### config.mk
export PLATFORM = sky130hd
export DESIGN_NAME = sap1_control_sequencer
export DESIGN_NICKNAME = d
export VERILOG_FILES = /design/src/rtl/sap1_control_sequencer.sv
export SDC_FILE = /design/constraint.sdc
export NUM_CORES = 1
export LEC_CHECK = 0
export CORE_MARGIN = 1.5
export CORE_UTILIZATION = 32
export CTS_BUF_LIST = sky130_fd_sc_hd__clkbuf_16
export DETAILED_ROUTE_END_ITERATION = 8
export GPL_TIMING_DRIVEN = 0
export PLACE_DENSITY = 0.77
export SYNTH_ARGS = -nofsm -noshare
export SYNTH_HDL_FRONTEND = slang
export SYNTH_SLANG_ARGS = --single-unit
### constraint.sdc
create_clock -name clk -period 1.2 [get_ports clk]
set_input_delay 0.18 -clock clk [delete_from_list [all_inputs] [get_ports clk]]
set_output_delay 0.18 -clock clk [all_outputs]
set_load 0.02 [all_outputs]
### src/rtl/sap1_control_sequencer.sv
//==============================================================================
// Module   : sap1_control_sequencer
// Brief    : SAP-1 T-state ring and opcode decoder driving the datapath controls.
// Revision : 1.0 - initial release
//==============================================================================
`default_nettype none

module sap1_control_sequencer (
    input  logic       clk,
    input  logic       rst_n,
    input  logic       run,
    input  logic [3:0] ir_opcode,
    input  logic       b_zero,
    output logic       pc_inc,
    output logic       pc_out,
    output logic       mar_load,
    output logic       ram_out,
    output logic       ir_load,
    output logic       ir_out,
    output logic       a_load,
    output logic       a_out,
    output logic       b_load,
    output logic       alu_out,
    output logic [2:0] alu_op,
    output logic       out_load,
    output logic [2:0] t_state,
    output logic       instr_done,
    output logic       halted,
    output logic       div_err
);

    typedef enum logic [2:0] {
        T1   = 3'd0,
        T2   = 3'd1,
        T3   = 3'd2,
        T4   = 3'd3,
        T5   = 3'd4,
        T6   = 3'd5,
        HALT = 3'd7
    } state_t;

    localparam logic [3:0] c_op_lda = 4'h0;
    localparam logic [3:0] c_op_div = 4'h4;
    localparam logic [3:0] c_op_out = 4'hE;
    localparam logic [3:0] c_op_hlt = 4'hF;

    state_t state_q, state_d;
    logic   halted_q, halted_d;
    logic   div_err_q, div_err_d;

    logic w_is_lda;
    logic w_is_alu;

    assign w_is_lda = (ir_opcode == c_op_lda);
    assign w_is_alu = (ir_opcode[3] == 1'b0) && (ir_opcode != c_op_lda);

    always_comb begin
        state_d    = state_q;
        halted_d   = halted_q;
        div_err_d  = div_err_q;
        pc_inc     = 1'b0;
        pc_out     = 1'b0;
        mar_load   = 1'b0;
        ram_out    = 1'b0;
        ir_load    = 1'b0;
        ir_out     = 1'b0;
        a_load     = 1'b0;
        a_out      = 1'b0;
        b_load     = 1'b0;
        alu_out    = 1'b0;
        alu_op     = 3'b000;
        out_load   = 1'b0;
        instr_done = 1'b0;

        case (state_q)
            T1: begin
                if (run) begin
                    pc_out   = 1'b1;
                    mar_load = 1'b1;
                    state_d  = T2;
                end
            end
            T2: begin
                pc_inc  = 1'b1;
                state_d = T3;
            end
            T3: begin
                ram_out = 1'b1;
                ir_load = 1'b1;
                state_d = T4;
            end
            T4: begin
                if (w_is_lda || w_is_alu) begin
                    ir_out   = 1'b1;
                    mar_load = 1'b1;
                    state_d  = T5;
                end else if (ir_opcode == c_op_out) begin
                    a_out      = 1'b1;
                    out_load   = 1'b1;
                    instr_done = 1'b1;
                    state_d    = T1;
                end else if (ir_opcode == c_op_hlt) begin
                    instr_done = 1'b1;
                    halted_d   = 1'b1;
                    state_d    = HALT;
                end else begin
                    instr_done = 1'b1;
                    state_d    = T1;
                end
            end
            T5: begin
                if (w_is_alu) begin
                    ram_out = 1'b1;
                    b_load  = 1'b1;
                    state_d = T6;
                end else begin
                    // LDA; any other opcode here only if IR changed mid-instruction
                    ram_out    = w_is_lda;
                    a_load     = w_is_lda;
                    instr_done = 1'b1;
                    state_d    = T1;
                end
            end
            T6: begin
                instr_done = 1'b1;
                state_d    = T1;
                if (w_is_alu) begin
                    // Divide by zero leaves A untouched and latches the sticky error
                    if ((ir_opcode == c_op_div) && b_zero) begin
                        div_err_d = 1'b1;
                    end else begin
                        alu_op  = ir_opcode[2:0];
                        alu_out = 1'b1;
                        a_load  = 1'b1;
                    end
                end
            end
            HALT: begin
                state_d = HALT;
            end
            default: begin
                state_d = T1;
            end
        endcase
    end

    always_ff @(posedge clk or negedge rst_n) begin
        if (!rst_n) begin
            state_q   <= T1;
            halted_q  <= 1'b0;
            div_err_q <= 1'b0;
        end else begin
            state_q   <= state_d;
            halted_q  <= halted_d;
            div_err_q <= div_err_d;
        end
    end

    assign t_state = state_q;
    assign halted  = halted_q;
    assign div_err = div_err_q;

endmodule

`default_nettype wire
---- Yosys cells after proc, flatten, opt, wreduce, memory -nomap -nowiden ----
Cells that the tools add are included.
storage, ports and cells
  logic and storage cells ................. 55
  output and inout bits ................... 20
  bits of input ports ..................... 8
  flip-flop bits (word level) ............. 5
operators by class
  mux-type cells .......................... 31
  equal/unequal tests ..................... 10
  bitwise operators ....................... 3
  reductions and logical operators ........ 8
operators by type and width
  kind                                                                    count
  3-bit 2-to-1 mux                                                        8
  1-bit 2-to-1 mux                                                        18
  3-bit case mux with 6 select lines                                      1
  3-bit equality test (second input constant)                             3
  4-bit equality test (second input constant)                             2
  3-bit by 2-bit equality test with 1-bit output (second input constant)  2
  1-bit case mux with 2 select lines                                      3
  4-bit by 3-bit equality test with 1-bit output (second input constant)  1
  4-bit logical NOT                                                       1
  4-bit AND reduction                                                     1
  4-bit nonzero test                                                      1
  3-bit by 1-bit equality test with 1-bit output (second input constant)  1
  3-bit logical NOT                                                       1
  1-bit NOT                                                               3
  1-bit case mux with 3 select lines                                      1
  3-bit AND reduction                                                     1
  1-bit logical AND                                                       2
  2-bit != test (second input constant)                                   1
  1-bit logical OR                                                        1

---- Logic depth before layout (Yosys ltp) ----
Gate-level depths: netlist (run 1).
  depth in word-level cells ............... 5
  depth in mapped cells ................... 5
  gate-level depth less buffers ........... 3

---- Worst setup path before layout (run 1) ----
OpenSTA, ideal clock, no wires.
  path type ............................... register to output
  start point ............................. register state_q[1], in the netlist t_state[1]
  end point ............................... output mar_load
  path buffers ............................ 1
  path slack .............................. -0.745 ns
  arrival time ............................ 1.765 ns
  cell stages (with the launch flop) ...... 4
  required time ........................... 1.020 ns
  cell sequence ........................... dfrtp_1 buf_4 nor4b_1 or2_2
between the ends
  longest elaborated chain between the ends .. 2
  elaborated cells between the ends (all ways) .. 3
  those cells by class .................... eq/ne (1); mux (1); reduce/logical (1)
RTL lines
  item                                                                                 line  RTL
  from (decl)                                                                          47    state_t state_q, state_d;
  from (signal assigned)                                                               153   state_q <= state_d;
  3-bit by 2-bit equality test with 1-bit output or 3-bit logical NOT (tied branches)  75    case (state_q)
  1-bit case mux with 2 select lines (*)                                               75
  to (decl)                                                                            16    output logic mar_load,
Mark *: on every way between the ends. The rest lies on a longest branch, timed or not.

---- Final worst setup path (run 1) ----
  start point ............................. register state_q[1], in the netlist t_state[1]
  end point ............................... output a_load
between the ends
  longest elaborated chain between the ends .. 2
  elaborated cells between the ends (all ways) .. 3
  those cells by class .................... eq/ne (2); mux (1)
RTL lines
  item                                    line  RTL
  3-bit equality test                     75
  1-bit case mux with 2 select lines (*)  75
  to (decl)                               20    output logic a_load,
Marks and branches as above.

==> flow_metrics.py, run 1 <==
metrics = {
    "run_status": {
        "status": "complete, but fails checks",
        "violations": "setup timing",
    },
    "power_and_ir_drop": {
        "seqPwrFrac_pct": 9.8,
        "power.share.combinational_pct": 73.8,
        "clkPwrFrac_pct": 16.3,
        "power_leakage_nw": 0.581,
        "power_density_mw_per_mm2": 2790,
        "total_power_mw": 3.51,
        "switching_share_pct": 41.3,
        "intPower_mw": 2.06,
        "vdd_drop_max_uv": 2170,
        "p_sw_mw": 1.45,
    },
    "setup_path": {
        "worstPathRequired_ps": 1020,
        "critPathSlowestCell": "dfrtp_2",
        "cp_num_buf_inv": 2,
        "crit_family": "simple AND/OR/NAND/NOR gates",
        "path_max_fanout": 5,
        "end_kind": "output port",
        "worst-path-stages": 5,
        "cp_cell_sequence": "buf_6 -> nand2b_4 -> or2_4 -> a211oi_4 -> buf_6",
        "arrival_ps": 1570,
        "criticalPathCategory": "reg -> out",
        "critPathLaunchType": "register",
        "max_stage_delay_ps": 410,
        "reg2reg_depth": 6,
        "cp_common_cell": "buf_6",
    },
    "die": {
        "num_io_pins": 28,
        "coreArea_mm2": 0.00132,
        "start_util_pct": 34.9,
        "die_area_mm2": 0.00168,
        "die_width_um": 40.9,
        "num_rows": 13,
        "die_h_um": 40.9,
    },
    "clocking": {
        "cts.sinks": 5,
        "cts_max_path_buffers": 2,
        "hold_buffers": 0,
        "h-tree-depth": 1,
        "numCtsBuffers": 3,
        "root_buffer": "clkbuf_16",
        "path_clk_slew_ps": 40,
        "clk_latency_ps": 240,
        "tritoncts": "built",
    },
    "place": {
        "port-buffer-count": 26,
        "gp_congestion": 0.652,
        "place_area_um2": 856,
        "pre_cts_ws_ps": -1200,
        "dp_hpwl_um": 951,
    },
    "worst_hold_path": {
        "hp-class": "in -> async",
    },
    "global_route": {
        "antenna_found_initial": 0,
        "grt_pass1_wl_mm": 2.99,
        "grtUsageTotal_pct": 30.7,
        "gr-total-overflow": 0,
        "grt_max_degree": 11,
        "grt_pass1_vias": 582,
    },
    "drt": {
        "vias_per_cell": 5.55,
        "avgRoutedWirePerCell_um": 22.0,
        "dr_total_vias": 683,
        "drt_wl_total_mm": 2.71,
        "drt-initial-drc-count": 7,
        "drc": 0,
        "dr.pass1.iters": 4,
        "antenna_left": 0,
    },
    "sta": {
        "fmax_mhz": 572,
        "finalMaxSlewViolations": 0,
        "setup_violations": 20,
        "worst_pin_slew_ps": 570,
        "finalHoldViolCount": 0,
        "rsz0062_at_grt": "yes",
        "final.min_clock_period_ps": 1750,
        "final.period_utilization_pct": 146,
        "finalClockSkew_ps": 9.70,
        "slew_headroom_pct": 61.8,
        "setup_slack_ps": -549,
    },
    "finish": {
        "multi_input_area_um2": 482,
        "antenna_cells": 0,
        "design_area_mm2": 0.00126,
        "final_layout_size_suffix_gt1_share_pct": 81.5,
        "seq_area_um2": 129,
        "nFillCells": 27,
        "syn_to_final_growth_pct": 174,
        "fin_nets": 117,
    },
    "logic_synthesis": {
        "avgSynthCellArea_um2": 8.69,
        "synthDistinctLibCells": 30,
        "netlist_area_um2": 460,
        "synth_seq_cells": 5,
        "netlist.area_leader.share_pct": 27.2,
        "synthesis.nets": 61,
        "yosys.area.top_type": "dfrtp_1",
        "synthTopCellsByArea": "dfrtp_1, buf_6, nand2_1",
        "syn_inst": 53,
        "yosys_warnings": 0,
        "yosysSeqAreaShare_pct": 27.2,
    },
    "run": {
        "maxCapViolCount": 0,
    },
}
[cells by family (layout without fill, tap and decap cells)]
logic type / after synthesis / after routing / share of synthesized area, %
AND/OR/NAND/NOR: 30 / 30 / 41.8
XOR/XNOR: 1 / 1 / 1.90
AO/OA/AOI/OAI: 9 / 9 / 15.8
flip-flops: 5 / 5 / 27.2
buffers and inverters: 7 / 62 / 10.9
multiplexers: 1 / 1 / 2.45
[final cells by class]
cell class                      instances  share of cell area, %
Buffer                                  5                   4.77
Clock buffer                            3                   5.96
Clock inverter                          1                  0.298
Inverter                                2                  0.993
Multi-Input combinational cell         41                   38.2
Sequential cell                         5                   10.2
Tap cell                               15                   1.49
Timing Repair Buffer                   51                   38.0
[state kept, by name, indices dropped and copies added (netlist names)]
signal	cells
halted	1
t_state	3
div_err	1
[worst paths after layout]
path | from | endpoint | slack, ps
setup / recovery | t_state[1] | a_load | -550
hold / removal | rst_n | t_state[2] | 180
setup reg to reg | t_state[1] | t_state[0] | -340
hold reg to reg | halted | halted | 490
max in group asynchronous | rst_n | t_state[0] | 800
min in group clk | ir_opcode[3] | t_state[0] | 370
[synth_stat cells]
library cell,n
a21oi_1,2
or2b_1,1
buf_6,2
and2_1,2
buf_2,1
mux2_2,1
nand2b_4,1
and3_1,1
o21bai_1,2
nor4_1,1
or2_2,2
a311oi_2,1
a211oi_1,2
nor3b_1,2
nor3_1,3
or4_1,1
buf_4,2
or3_1,1
dfrtp_1,5
inv_1,2
nand4_2,1
nor2_1,3
nor4b_1,2
o21ba_2,1
nand3b_1,2
and4b_1,1
nand2_1,5
xnor2_1,1
a21o_1,1
nand3_1,1
[per-layer routing]
layer	track usage [%]	share of wire, %
met1	32.9	38
met2	55.9	52
met3	8.15	5.5
met4	12.5	4.1
met5	0	0
[power by group through the flow]
stage	registers, mW	clock network [mW]	logic [mW]
after floorplan	0.422	0	0.890
after global placement	0.332	0	1.47
after detailed placement	0.334	0	1.49
after CTS	0.331	0.545	2.12
after global routing	0.344	0.584	2.70
final	0.346	0.573	2.59
[metrics by stage]
step / util, % / TNS, ps / hold slack [ps] / std cells
2_1_floorplan: - / -2720 / -116 / 53
3_3_place_gp: 65.0 / -12480 / 413 / 94
3_5_place_dp: 65.0 / -12740 / 414 / 94
4_1_cts: 89.8 / -6080 / 183 / 118
5_1_grt: 95.6 / -8180 / 195 / 123
6_report: 95.6 / -7770 / 178 / 123
[layout by cell type, fill, tap and decap left out, drive strengths merged, types with 3 or more instances in the layout]
cell type      instances
buf                   47
dfrtp                  5
nand2                  5
clkbuf                 4
dlygate4sd2            3
nor3                   3
nor2                   3
inv                    3
clkdlybuf4s15          3
[what timing repair did]
action	CTS	global route
setup endpoints to repair	24	23
cloned	1	0
pin swaps	10	7
setup buffers	19	6
resized for setup	130	18
Note: power is estimated with default switching activity, not from simulation.
==> run 2, diff against run 1 <==
- PLACE_DENSITY: 0.77 -> default
- PLACE_DENSITY_LB_ADDON: default -> 0.12
==> run 2 against run 1 <==
  * The flow still finishes with violations (setup timing)
  * Sequential power down 3%
  * Via count shrank 8.1%
  * Flip-flop and latch count stayed put
  * Worst setup slack gained 10 ps
  * Fmax is 0.59% higher
  * Utilization decreased by 3.0 points
  * Clock power is 4.9% lower
  * Non-clock buffer count decreased by 6
  * Global-route usage shrank 7.1 points
  * Die area unchanged
  * Clock-buffer cell count stayed put
  * Clock skew down 7.9 ps
==> flow_metrics.py, run 2 (synthesis gave the netlist of run 1 again) <==
metrics = {
    "run_status": {
        "status": "complete, but fails checks",
        "violations": "setup timing",
    },
    "global_route": {
        "grt_pass1_vias": 562,
        "grt_max_degree": 11,
        "grt_pass1_wl_mm": 2.56,
        "grtUsageTotal_pct": 23.6,
        "gr-total-overflow": 0,
        "antenna_found_initial": 0,
    },
    "die": {
        "die_width_um": 40.9,
        "num_rows": 13,
        "die_area_mm2": 0.00168,
        "num_io_pins": 28,
        "coreArea_mm2": 0.00132,
        "start_util_pct": 34.9,
        "die_h_um": 40.9,
    },
    "sta": {
        "finalMaxSlewViolations": 0,
        "finalHoldViolCount": 0,
        "whs_ps": 177,
        "finalClockSkew_ps": 1.78,
        "setup_slack_ps": -539,
        "setup_violations": 19,
        "fmax_mhz": 575,
        "rsz0062_at_grt": "yes",
        "final.period_utilization_pct": 145,
        "final.min_clock_period_ps": 1740,
        "worst_pin_slew_ps": 386,
        "slew_headroom_pct": 74.1,
    },
    "place": {
        "gp_congestion": 0.686,
        "place_area_um2": 856,
        "pre_cts_ws_ps": -1190,
        "port-buffer-count": 26,
        "dp_hpwl_um": 888,
    },
    "finish": {
        "final_layout_size_suffix_gt1_share_pct": 77.5,
        "largest_reg_flops": 3,
        "mostFrequentLayoutCells": "buf_6, buf_4, dlygate4sd2_1",
        "final_common_cell": "buf_6",
        "nFillCells": 50,
        "fin_nets": 111,
        "syn_to_final_growth_pct": 165,
        "design_area_mm2": 0.00122,
        "antenna_cells": 0,
    },
    "clocking": {
        "root_buffer": "clkbuf_16",
        "hold_buffers": 0,
        "path_clk_slew_ps": 30,
        "cts.sinks": 5,
        "numCtsBuffers": 3,
        "clk_latency_ps": 230,
        "tritoncts": "built",
        "h-tree-depth": 1,
        "cts_max_path_buffers": 2,
    },
    "setup_path": {
        "max_stage_delay_ps": 400,
        "end_kind": "output port",
        "worstPathRequired_ps": 1020,
        "r2r_start": "t_state[2]",
        "critPathSlowestCell": "dfrtp_2",
        "cp_cell_sequence": "buf_6 -> buf_12 -> buf_8 -> nor4b_4 -> or2_2 -> buf_6",
        "criticalPathCategory": "reg -> out",
        "cp_common_cell": "buf_6",
        "arrival_ps": 1560,
        "startpoint": "t_state[2]",
        "critPathLaunchType": "register",
        "path_max_fanout": 4,
    },
    "power_and_ir_drop": {
        "power_density_mw_per_mm2": 2670,
        "power_leakage_nw": 0.550,
        "vdd_drop_max_uv": 2590,
    },
    "worst_hold_path": {
        "hp-class": "in -> async",
    },
    "drt": {
        "met2_length_mm": 1.11,
        "highest_layer": "met4",
        "dr_total_vias": 628,
        "drt-initial-drc-count": 9,
        "drc": 0,
        "drt_wl_total_mm": 2.17,
        "wl_met3_um": 85,
        "avgRoutedWirePerCell_um": 18.6,
        "vias_per_cell": 5.37,
        "dr.pass1.iters": 4,
        "antenna_left": 0,
        "m1WireLength_um": 915,
    },
    "run": {
        "maxCapViolCount": 0,
    },
}
[run 2: cell count changes in the layout (fill, tap and decap cells not counted), sizes merged]
cell	before	now
clkbuf	4	3
buf	47	42
clkdlybuf4s15	3	2
dlygate4sd2	3	4
[run 2: critical path, delay by kind of cell (launching register included)]
| family | cells | cell delay (ps) |
|---|---|---|
| flip-flops | 1 | 400 |
| buffers and inverters | 4 | 480 |
| AND/OR/NAND/NOR | 2 | 450 |
[run 2: through the flow]
stage          power, mW  TNS (ps)  utilization, %  cells
5_1_grt             3.39     -8110            92.6    117
4_1_cts             2.97     -6110            87.4    113
3_5_place_dp        1.83    -12670            65.0     94
6_report            3.26     -7350            92.6    117
3_3_place_gp        1.82    -12610            65.0     94
2_1_floorplan       1.31     -2720               -     53
[run 2: worst paths after layout]
check	slack (ps)	depth (start not counted)	to
hold reg to reg	460	1	halted
setup reg to reg	-420	7	t_state[0]
max in group asynchronous	810	1	t_state[1]
min in group clk	360	3	t_state[0]
hold / removal	180	1	div_err
setup / recovery	-540	6	mar_load
[run 2: timing repair]
| item | 4_1_cts | 5_1_grt |
|---|---|---|
| cloned | 1 | 0 |
| resized for setup | 133 | 13 |
| endpoints found under the setup margin | 25 | 20 |
| setup buffers | 14 | 4 |
| pin swaps | 12 | 8 |
[run 2: layout make-up]
class	count	area, µm²	share of cell area (%)
tap	15	18.8	1.54
buffer	5	60.1	4.92
clock buffer	3	75.1	6.15
multi-input combinational	41	459	37.6
clock inverter	1	3.75	0.308
timing repair buffer	45	462	37.8
sequential	5	129	10.6
inverter	2	12.5	1.03
[run 2: power breakdown]
| part | switching (mW) | internal [mW] |
|---|---|---|
| sequential | 0.0774 | 0.258 |
| combinational | 1.12 | 1.26 |
| clock | 0.113 | 0.432 |
[run 2: layer usage]
layer | GRT usage, % | vias to the layer above
met2 | 40.2 | 25
li1 | - | 294
met4 | 12.5 | 0
met1 | 27.2 | 301
met3 | 4.89 | 8
met5 | 0 | -
==> run 3, diff against run 2 <==
--- a/config.mk
+++ b/config.mk
@@ -10,6 +10,8 @@
 export CTS_BUF_LIST = sky130_fd_sc_hd__clkbuf_16
 export DETAILED_ROUTE_END_ITERATION = 8
+export GPL_ROUTABILITY_DRIVEN = 0
 export GPL_TIMING_DRIVEN = 0
 export PLACE_DENSITY_LB_ADDON = 0.12
+export REMOVE_ABC_BUFFERS = 1
 export SYNTH_ARGS = -nofsm -noshare
 export SYNTH_HDL_FRONTEND = slang
==> constraint.sdc (replaced) <==
create_clock -name clk -period 1.2 [get_ports clk]
set_input_delay 0.18 -clock clk [delete_from_list [all_inputs] [get_ports clk]]
set_output_delay 0.18 -clock clk [all_outputs]
set_load 0.1 [all_outputs]
==> run 3 against run 2 <==
  * The run still ends with setup timing left
  * Critical endpoint is now a_load
  * Worst setup slack gained 35 ps
  * Critical path depth decreased by 2
  * Clock skew down 1.3 ps
  * Die area is the same
  * First-iteration DRC count is 11% lower
  * Flip-flop and latch count unchanged
  * Highest routed layer unchanged
  * Clock-buffer cell count stayed put
==> flow_metrics.py, run 3 (synthesis gave the netlist of run 1 again) <==
metrics = {
    "run_status": {
        "status": "complete, but fails checks",
        "violations": "setup timing",
    },
    "finish": {
        "antenna_cells": 0,
        "final_layout_size_suffix_gt1_share_pct": 71.0,
        "design_area_mm2": 0.00115,
        "multi_input_area_um2": 420,
        "largest_reg_flops": 3,
        "fin_nets": 102,
        "final_common_cell": "buf_6",
        "mostFrequentLayoutCells": "buf_6, buf_12, buf_4",
        "seq_area_um2": 129,
        "postLayoutCoreUtil_pct": 87.3,
        "syn_to_final_growth_pct": 150,
        "nFillCells": 61,
    },
    "sta": {
        "setup_violations": 19,
        "worst_pin_slew_ps": 488,
        "whs_ps": 174,
        "slew_headroom_pct": 67.7,
        "fmax_mhz": 587,
        "final.period_utilization_pct": 142,
        "finalClockSkew_ps": 0.476,
        "finalHoldViolCount": 0,
        "final.min_clock_period_ps": 1700,
        "rsz0062_at_grt": "yes",
        "finalMaxSlewViolations": 0,
        "setup_slack_ps": -504,
    },
    "drt": {
        "drt-initial-drc-count": 8,
        "drc": 0,
        "vias_per_cell": 5.25,
        "avgRoutedWirePerCell_um": 15.4,
        "dr.pass1.iters": 2,
        "dr_total_vias": 567,
        "antenna_left": 0,
        "drt_wl_total_mm": 1.66,
    },
    "setup_path": {
        "criticalPathCategory": "reg -> out",
        "end_kind": "output port",
        "critPathLaunchType": "register",
        "worstPathRequired_ps": 1020,
        "path_max_fanout": 5,
        "arrival_ps": 1520,
    },
    "clocking": {
        "root_buffer": "clkbuf_16",
        "tritoncts": "built",
        "numCtsBuffers": 3,
        "hold_buffers": 0,
        "path_clk_slew_ps": 30,
        "h-tree-depth": 1,
        "cts_max_path_buffers": 2,
        "clk_latency_ps": 220,
        "cts.sinks": 5,
    },
    "global_route": {
        "gr-total-overflow": 0,
        "grt_max_degree": 11,
        "antenna_found_initial": 0,
        "grt_pass1_vias": 554,
        "grtUsageTotal_pct": 21.9,
        "grt_pass1_wl_mm": 2.37,
    },
    "die": {
        "start_util_pct": 34.9,
        "coreArea_mm2": 0.00132,
        "num_rows": 13,
        "die_area_mm2": 0.00168,
        "num_io_pins": 28,
        "die_h_um": 40.9,
        "die_width_um": 40.9,
    },
    "worst_hold_path": {
        "hp-class": "in -> async",
    },
    "run": {
        "maxCapViolCount": 0,
    },
    "place": {
        "place_area_um2": 707,
        "pre_cts_ws_ps": -1710,
        "port-buffer-count": 27,
        "dp_hpwl_um": 865,
    },
}
## run 3: changes by cell type in the layout (fill, tap and decap cells not counted), sizes merged
cell	delta
dlygate4sd2	-3
buf	-8
clkbuf	+3
clkdlybuf4s15	-1
## run 3: cell type report
type,count,area share (%)
Timing Repair Buffer,41,43.1
Multi-Input combinational cell,41,36.6
Sequential cell,5,11.2
Clock buffer,3,6.53
Tap cell,15,1.63
Inverter,2,0.653
Clock inverter,1,0.326
## run 3: final timing paths
check,startpoint,endpoint,slack [ps],cells past startpoint
max in group asynchronous,rst_n,t_state[1],830,1
min in group clk,ir_opcode[0],t_state[1],350,3
max reg2reg,t_state[2],t_state[0],-170,4
max,t_state[1],a_load,-500,4
min,rst_n,halted,170,1
min reg2reg,halted,halted,460,1
## run 3: metrics by stage
step	std cells	setup TNS, ps
floorplan	48	-41690
detailed placement	90	-25410
CTS	107	-6500
global route	108	-7490
finish	108	-6470
global placement	90	-25150
## run 3: critical path, stage by stage, from the launching register on
cell and delay, ps:
dfrtp_2 420, nand2b_4 180, or2_4 240, a211oi_2 190, buf_6 260
## run 3: routing by layer
layer	track usage, %	wire [µm]	vias to the layer above
li1	-	-	271
met1	22.9	667	275
met2	41.0	915	19
met3	3.80	61	2
met4	10.8	17	0
met5	0	0	-
## run 3: what timing repair did
item / in CTS / in global routing
setup endpoints to repair: 25 / 22
endpoints found under the hold margin: 0 / 0
gates resized for setup: 193 / 22
setup buffers: 13 / 1
gates cloned: 0 / 0
pin swaps: 5 / 7
Power of run 3 is left out: the tool's default activity adds up to more than one toggle a clock period on the data nets, which glitch-free logic cannot reach.
